--- src/rtl/kairo_bus_pkg.sv ---
// Shared bus constants and responder FSM encodings for the kairo bus family.
// Ports: none (package only).
// Imported by kairo_busresp and kairo_busresp_ram.
package kairo_bus_pkg;

  localparam int WSTB_W = 4;
  localparam int ADDR_W = 32;
  localparam int DATA_W = 32;

  typedef enum logic [1:0] {
    ST_IDLE = 2'd0,
    ST_WAIT = 2'd1,
    ST_RESP = 2'd2
  } state_e;

endpackage

--- src/rtl/kairo_busresp_ram.sv ---
// Byte-lane word storage for the bus responder; contents clear on reset.
// Ports: CLK/RST_N; write port (we, be, waddr, wdata) commits on the rising edge;
// asynchronous read port (raddr -> rdata).
module kairo_busresp_ram
  import kairo_bus_pkg::*;
#(
  parameter int AW = 6
) (
  input  logic              CLK,
  input  logic              RST_N,
  input  logic              we,
  input  logic [WSTB_W-1:0] be,
  input  logic [AW-1:0]     waddr,
  input  logic [DATA_W-1:0] wdata,
  input  logic [AW-1:0]     raddr,
  output logic [DATA_W-1:0] rdata
);

  localparam int DEPTH = 1 << AW;

  logic [DATA_W-1:0] mem_q [DEPTH];
  logic [DATA_W-1:0] mem_d [DEPTH];

  always_comb begin
    mem_d = mem_q;
    if (we) begin
      for (int b = 0; b < WSTB_W; b++) begin
        if (be[b]) begin
          mem_d[waddr][8*b +: 8] = wdata[8*b +: 8];
        end
      end
    end
  end

  always_ff @(posedge CLK) begin
    if (!RST_N) begin
      for (int i = 0; i < DEPTH; i++) begin
        mem_q[i] <= '0;
      end
    end else begin
      mem_q <= mem_d;
    end
  end

  assign rdata = mem_q[raddr];

endmodule

--- src/rtl/kairo_busresp.sv ---
// Single-window bus responder: accepts one request at a time, optionally inserts
// WAIT_CYCLES wait states, then pulses S_READY for one cycle with read data / error.
// Ports: CLK, RST_N (sync, active-low); S_VALID/S_READY handshake; S_WSTB, S_ADDR,
// S_WDATA request; S_RDATA, S_EXCEPT response. Wait states exist only when the
// macro KAIRO_BUSRESP_WAIT_EN is defined; otherwise every transfer takes 1 cycle.
module kairo_busresp
  import kairo_bus_pkg::*;
#(
  parameter logic [ADDR_W-1:0] BASE_ADDR   = 32'h4000_0000,
  parameter int                AW          = 6,
  parameter int                WAIT_CYCLES = 2
) (
  input  logic              CLK,
  input  logic              RST_N,
  input  logic              S_VALID,
  output logic              S_READY,
  input  logic [WSTB_W-1:0] S_WSTB,
  input  logic [ADDR_W-1:0] S_ADDR,
  input  logic [DATA_W-1:0] S_WDATA,
  output logic [DATA_W-1:0] S_RDATA,
  output logic              S_EXCEPT
);

  // The wait counter is 4 bits wide.
  if (WAIT_CYCLES < 0 || WAIT_CYCLES > 15) begin : g_bad_wait
    $error("kairo_busresp: WAIT_CYCLES must be in 0..15");
  end

  state_e            state_q, state_d;
  logic [WSTB_W-1:0] wstb_q, wstb_d;
  logic [ADDR_W-1:0] addr_q, addr_d;
  logic [DATA_W-1:0] wdata_q, wdata_d;

`ifdef KAIRO_BUSRESP_WAIT_EN
  localparam bit HAS_WAIT = (WAIT_CYCLES != 0);
  logic [3:0] cnt_q, cnt_d;
`endif

  always_comb begin
    state_d = state_q;
    wstb_d  = wstb_q;
    addr_d  = addr_q;
    wdata_d = wdata_q;
`ifdef KAIRO_BUSRESP_WAIT_EN
    cnt_d   = cnt_q;
`endif
    case (state_q)
      ST_IDLE: begin
        if (S_VALID) begin
          wstb_d  = S_WSTB;
          addr_d  = S_ADDR;
          wdata_d = S_WDATA;
`ifdef KAIRO_BUSRESP_WAIT_EN
          if (HAS_WAIT) begin
            state_d = ST_WAIT;
            cnt_d   = 4'(WAIT_CYCLES - 1);
          end else begin
            state_d = ST_RESP;
          end
`else
          state_d = ST_RESP;
`endif
        end
      end
      ST_WAIT: begin
`ifdef KAIRO_BUSRESP_WAIT_EN
        // Initiator withdrew the request: drop it silently.
        if (!S_VALID) begin
          state_d = ST_IDLE;
          cnt_d   = 4'd0;
        end else if (cnt_q == 4'd0) begin
          state_d = ST_RESP;
        end else begin
          cnt_d = cnt_q - 4'd1;
        end
`else
        state_d = ST_IDLE;
`endif
      end
      ST_RESP: state_d = ST_IDLE;
      default: state_d = ST_IDLE;
    endcase
  end

  always_ff @(posedge CLK) begin
    if (!RST_N) begin
      state_q <= ST_IDLE;
      wstb_q  <= '0;
      addr_q  <= '0;
      wdata_q <= '0;
`ifdef KAIRO_BUSRESP_WAIT_EN
      cnt_q   <= 4'd0;
`endif
    end else begin
      state_q <= state_d;
      wstb_q  <= wstb_d;
      addr_q  <= addr_d;
      wdata_q <= wdata_d;
`ifdef KAIRO_BUSRESP_WAIT_EN
      cnt_q   <= cnt_d;
`endif
    end
  end

  // Offset is computed one bit wider so an address below BASE_ADDR goes
  // negative and fails the same "upper bits zero" test as one above the window.
  logic [ADDR_W:0]   off;
  logic              in_range;
  logic              err;
  logic              resp;
  logic              ram_we;
  logic [AW-1:0]     idx;
  logic [DATA_W-1:0] ram_rdata;

  assign off      = {1'b0, addr_q} - {1'b0, BASE_ADDR};
  assign in_range = ((off >> (AW + 2)) == '0);
  assign err      = !in_range || (addr_q[1:0] != 2'b00);
  assign idx      = off[AW+1:2];
  assign resp     = (state_q == ST_RESP);
  // Commit happens on the edge that ends RESP; RAM reset has priority over it.
  assign ram_we   = resp && !err && (wstb_q != '0);

  kairo_busresp_ram #(
    .AW(AW)
  ) u_ram (
    .CLK  (CLK),
    .RST_N(RST_N),
    .we   (ram_we),
    .be   (wstb_q),
    .waddr(idx),
    .wdata(wdata_q),
    .raddr(idx),
    .rdata(ram_rdata)
  );

  assign S_READY  = resp;
  assign S_EXCEPT = resp && err;
  assign S_RDATA  = (resp && !err && (wstb_q == '0)) ? ram_rdata : '0;

endmodule
--- config.mk ---
export PLATFORM = sky130hd
export DESIGN_NAME = kairo_busresp
export DESIGN_NICKNAME = d
export VERILOG_FILES = /design/src/rtl/kairo_bus_pkg.sv /design/src/rtl/kairo_busresp_ram.sv /design/src/rtl/kairo_busresp.sv
export SDC_FILE = /design/constraint.sdc
export NUM_CORES = 2
export LEC_CHECK = 0
export CORE_MARGIN = 3
export CORE_UTILIZATION = 45
export DETAILED_ROUTE_END_ITERATION = 10
export PLACE_DENSITY = 0.72
export SYNTH_ARGS = -nofsm -noshare
export SYNTH_HDL_FRONTEND = slang
export SYNTH_HIERARCHICAL = 1
export SYNTH_SLANG_ARGS = --single-unit
--- constraint.sdc ---
create_clock -name CLK -period 6.4 [get_ports CLK]
set_input_delay 1.92 -clock CLK [delete_from_list [all_inputs] [get_ports CLK]]
set_output_delay 1.92 -clock CLK [all_outputs]
set_load 0.02 [all_outputs]
### Word-level counts from Yosys, hierarchy flattened

Cells that the tools add are included.

* $add $sub $neg: 1
* order comparisons: 2
* multiplexer cells: 23
* bitwise logic cells: 1
* reductions and logical operators: 15

Operators by type and width (number)
* 2048-bit 2-to-1 mux: 7
* 2048-bit bitwise mux: 4
* 32-bit demux with 6-bit select: 4
* 32-bit binary-select mux with 6-bit select: 1
* 32-bit 2-to-1 mux: 4
* 33-bit zero test: 1
* 32-bit by 31-bit subtractor with 33-bit output (second input constant): 1
* 24-bit 2-to-1 mux: 1
* 16-bit 2-to-1 mux: 1
* 8-bit 2-to-1 mux: 1
* 7-bit greater-or-equal comparator (second input constant): 1
* 7-bit by 1-bit < comparator with 1-bit output (second input constant): 1
* 6-bit inverter with 7-bit output: 1
* 1-bit logical AND: 5
* 4-bit zero test: 1
* 2-bit AND reduction: 2
* 4-bit nonzero test: 1
* 1-bit zero test: 2
* 2-bit zero test: 1
* 2-bit nonzero test: 1
* 1-bit logical OR: 1

* register bits: 2117
* input port bits: 71
* output and inout bits: 34
* word-level logic and storage cells: 110

### Logic depth before layout (Yosys ltp)

* word-level depth: 17
* mapped depth: 12
* depth with buffers taken out: 7

### Modules after synthesis

The synthesis kept the hierarchy.

By module, submodules not included
* kairo_busresp_ram: instances 1, cells an instance 10746, area each 96004.6 sq um, sequential area each 40999.3 sq um
* kairo_busresp: instances 1, cells an instance 385, area each 3203.1 sq um, sequential area each 1381.3 sq um

### Worst setup path after synthesis

No wires, ideal clock.

* path type: flip-flop to output port
* start: register addr_q[2]
* end: output port S_RDATA[26]
* arrival time: 2209 ps
* data required time: 4480 ps
* path slack: 2271 ps
* cell stages (with the launch flop): 12
* path buffers: 5
* cell sequence: dfxtp_1 -> buf_6 -> buf_12 -> buf_8 -> buf_6 -> buf_4 -> mux4_2 -> o22ai_1 -> nor4_1 -> o22a_1 -> nand2_1 -> nor3_1

* elaborated cells on any way between the ends: 12
* those cells by class: add/sub: 1; mux: 4; bitwise: 1; reduce/logical: 6

RTL lines
* start, declared: RTL line kairo_busresp.sv:31 `logic [ADDR_W-1:0] addr_q, addr_d;`
* start signal, assigned: RTL line kairo_busresp.sv:97 `addr_q <= addr_d;`
* 32-bit by 31-bit subtractor with 33-bit output: RTL line kairo_busresp.sv:115 `assign off = {1'b0, addr_q} - {1'b0, BASE_ADDR};`
* 6-bit inverter with 7-bit output (implied by the code): RTL line kairo_busresp_ram.sv:45 `assign rdata = mem_q[raddr];`
* 32-bit binary-select mux with 6-bit select: RTL line kairo_busresp_ram.sv:45
* 32-bit 2-to-1 mux (implied by the code) (2 in a row): RTL line kairo_busresp_ram.sv:45
* via ram_rdata[26]: RTL line kairo_busresp.sv:113 `logic [DATA_W-1:0] ram_rdata;`
* 32-bit 2-to-1 mux: RTL line kairo_busresp.sv:138 `assign S_RDATA = (resp && !err && (wstb_q == '0)) ? ram_rdata : '0;`
* end, declared: RTL line kairo_busresp.sv:20 `output logic [DATA_W-1:0] S_RDATA,`

The timed path passes the listed nets, and every way through them passes these cells. The select of a mux whose other input is x is not followed.

### Worst setup path in the final report

* start: register addr_q[2]
* end: output port S_RDATA[23]

The elaborated chain is that of the path after synthesis.

==> impl_metrics.yaml <==
setup_path:
  critical_path_class: "reg -> out"
  required_ns: 4.48
  cp_max_fo: 11
  crit_slowest_cell: "a311oi_1"
  path_cells: "buf_12 > buf_12 > buf_4 > mux4_2 > mux2i_1 > nor2_1 > a311oi_1 > nor4_1 > nand2_1 > nor3_2 > clkdlybuf4s50_1"
  end_kind: "output port"
  path_delay_family: "buffers and inverters"
  reg2reg_slack_ns: 1.37
  reg2reg_depth: 9
  path_buf_inv: 4
  critical-path-max-stage-delay_ns: 0.71
  cpMostUsedCell: "buf_12"
  reg2reg_from: "addr_q[12]"
  crit_arrival_ns: 4.55
  crit_path_start_kind: "register"
  r2r_end: "u_ram/mem_q[201]"
placed_design:
  dp.cells: 13300
  gp_congestion: 0.991
  hpwlAfterDp_um: 223000
  io_buffer_count: 104
floorplanning:
  ios: 105
  initial_core_util_pct: 45.5
  chipWidth_um: 476
  row_count: 171
  die_y_um: 476
  core-area_um2: 218000
  die_area_um2: 226000
cts:
  h-tree-depth: 4
  cts_root_buf: "clkbuf_16"
  worstSkewPairLatency_ns: 0.90
  cts.sinks: 2117
  cts_tree: "yes"
  cts_buffers: 213
  cts_buffer_depth: 3
  clk_pin_slew_ns: 0.06
final_layout:
  multi_input_area_um2: 52100
  layout_commonest_cell: "nand2_1"
  final_layout_size_suffix_gt1_share_pct: 12.7
  syn2layout_area_growth_pct: 11.0
  fin_cells: 13700
  final_cell_mix: "nand2_1 (2352), dfxtp_1 (2079), o21ai_0 (1456), a21boi_1 (1264), a21boi_0 (860)"
  n_fill_cell: 19600
  nets: 10700
  seqCellArea_um2: 42500
global_routing:
  grt_util_all_layers_pct: 30.5
  globalRouteOverflowTotal: 0
  grt_max_degree: 204
  antenna_found_initial: 20
  grt_pass1_vias: 84300
  grt_first_pass_wirelength_um: 532000
routing:
  drt_iter0_drc: 12900
  avgViaCountPerCell: 6.47
  wl_per_cell_um: 26.1
  via_count: 88700
  remaining_drc_errors: 0
  wl_um: 358000
  ant_nets: 0
  drt_first_pass_iters: 8
yosys:
  synth_fa_ha_area_share_pct: 0
  ys_types: 66
  synthXorXnorAreaFrac_pct: 0
  synth-compound-area-share_pct: 26.1
  avgSynthCellArea_um2: 8.91
  synth-edff-count: 0
  syn_area_um2: 99200
  synth_async_sr_flop_share_pct: 0
  synth_fp_nets: 11200
  synth_top_area_share_pct: 42.7
  synth_top_family_by_area: "compound AO/OA/AOI/OAI gates"
  netlist_instances: 11100
  synth.area.top_cells: "dfxtp_1 (43%), mux4_2 (10%), a21boi_1 (9.5%)"
  yosys_warnings: 6
  synthFlopType: "dfxtp_1"
  yosys.area.top_type: "dfxtp_1"
  ys_seq_area_share_pct: 42.7
  synth_simple_gate_area_share_pct: 13.9
  synthMuxAreaShare_pct: 12.1
  synth_seq_cells: 2117
sta:
  final.min_clock_period_ns: 6.47
  setup_tns_ns: -0.0679
  period_share_pct: 101
  max_slew_margin_pct: 18.4
  hold_violations: 0
  final.setup_skew_ns: 0.0681
  hold_slack_ns: 0.452
  rsz0062_at_grt: "no"
  tightest_slew_ns: 1.22
  max_clock_freq_ghz: 0.155
  final_max_slew_viol_count: 0
  fin_ws_ns: -0.0679
  setup_viol_count_final: 1
power_and_ir_drop:
  p_per_area_nw_per_um2: 259
  p_int_mw: 21.5
  ir_drop_uv: 252
  p_clk_share_pct: 46.5
  leakagePower_nw: 34.1
  pwr-share-comb_pct: 6.8
  switchingPower_mw: 7.04
  seqPwrFrac_pct: 46.7
  p_sw_share_pct: 24.6
outcome:
  status: "complete, but fails checks"
  violations: "negative setup slack"
worst_hold_path:
  min_delay_path_depth: 2
  hp-start: "u_ram/mem_q[1495]"
  worst_hold_path.endpoint: "u_ram/mem_q[1495]"
  hold_path_class: "reg -> reg"
run:
  drv_cap: 0
worst min-delay path: stages (launching register included):
cell and delay [ns]:
dfxtp_1 0.31, nand2_1 0.05, a21boi_1 0.05
cells by family after synthesis:
| kind of cell | Yosys count |
|---|---|
| AOI/OAI and AO/OA | 3974 |
| and+or+nand+nor | 3284 |
| DFF | 2117 |
| buffers and inverters | 1133 |
| muxes | 623 |
layout make-up:
class / count / area share (%)
Tap cell: 2854 / 3.24
Antenna cell: 14 / 0.0318
Timing Repair Buffer: 456 / 4.02
Inverter: 1 / 0.00341
Multi-Input combinational cell: 7881 / 47.3
Clock buffer: 304 / 5.76
Sequential cell: 2117 / 38.6
Clock inverter: 93 / 1.07
stage by stage:
step	utilization, %	power [mW]	setup WS, ns	area, um2
finish	50.5	28.6	-0.0679	110000
CTS	50.3	28.5	-0.00601	110000
global placement	46.7	15.4	0.0598	102000
global route	50.4	29.1	0.00417	110000
floorplan	-	14.7	2.27	99200
detailed placement	46.7	15.4	0.0658	102000
layer usage:
layer | track usage [%] | routed length (um)
met1 | 39.7 | 135000
met4 | 18.1 | 23000
met5 | 0 | 134
met3 | 8.79 | 46300
met2 | 44.9 | 153000
how the worst max path moves through the flow:
| stage | startpoint | end | slack (ns) | cells past startpoint |
|---|---|---|---|---|
| after CTS | addr_q[4] | S_RDATA[29] | -0.006 | 11 |
| after global placement | addr_q[4] | S_RDATA[29] | 0.06 | 10 |
| after global routing | addr_q[2] | S_RDATA[23] | 0.004 | 11 |
| after detailed placement | addr_q[4] | S_RDATA[29] | 0.07 | 10 |
| final | addr_q[2] | S_RDATA[23] | -0.07 | 11 |
| after floorplan | addr_q[2] | S_RDATA[26] | 2.27 | 11 |
power groups by stage:
stage,clock [mW],sequential (mW),combinational [mW]
after global placement,0,13.6,1.74
after global routing,13.9,13.3,1.96
after floorplan,0,13.5,1.17
after detailed placement,0,13.6,1.75
after CTS,13.3,13.3,1.81
final,13.3,13.3,1.95
synth_stat cells, drive strengths merged (30+ instances only):
master and n:
mux4 460, nand3 514, a21oi 59, buf 293, nor2 250, dfxtp 2117, o22ai 98, o21ai 1538
clkbuf 839, mux2i 140, a21boi 2124, nand2 2359, nor3 37, a22oi 30, o221ai 30, nor4 34
state kept, by name, summed over array words and instances, names as in the netlist:
signal	count
u_ram/mem_q	2048
addr_q	32
wdata_q	32
wstb_q	4
state_q	1
repair_timing:
action,CTS,global route
gates cloned,1,0
hold buffers,0,0
pin swaps,3,3
setup endpoints to repair,31,21
gates resized for setup,40,27
setup buffers,18,11
No activity file was read; power rests on OpenSTA's default activity.
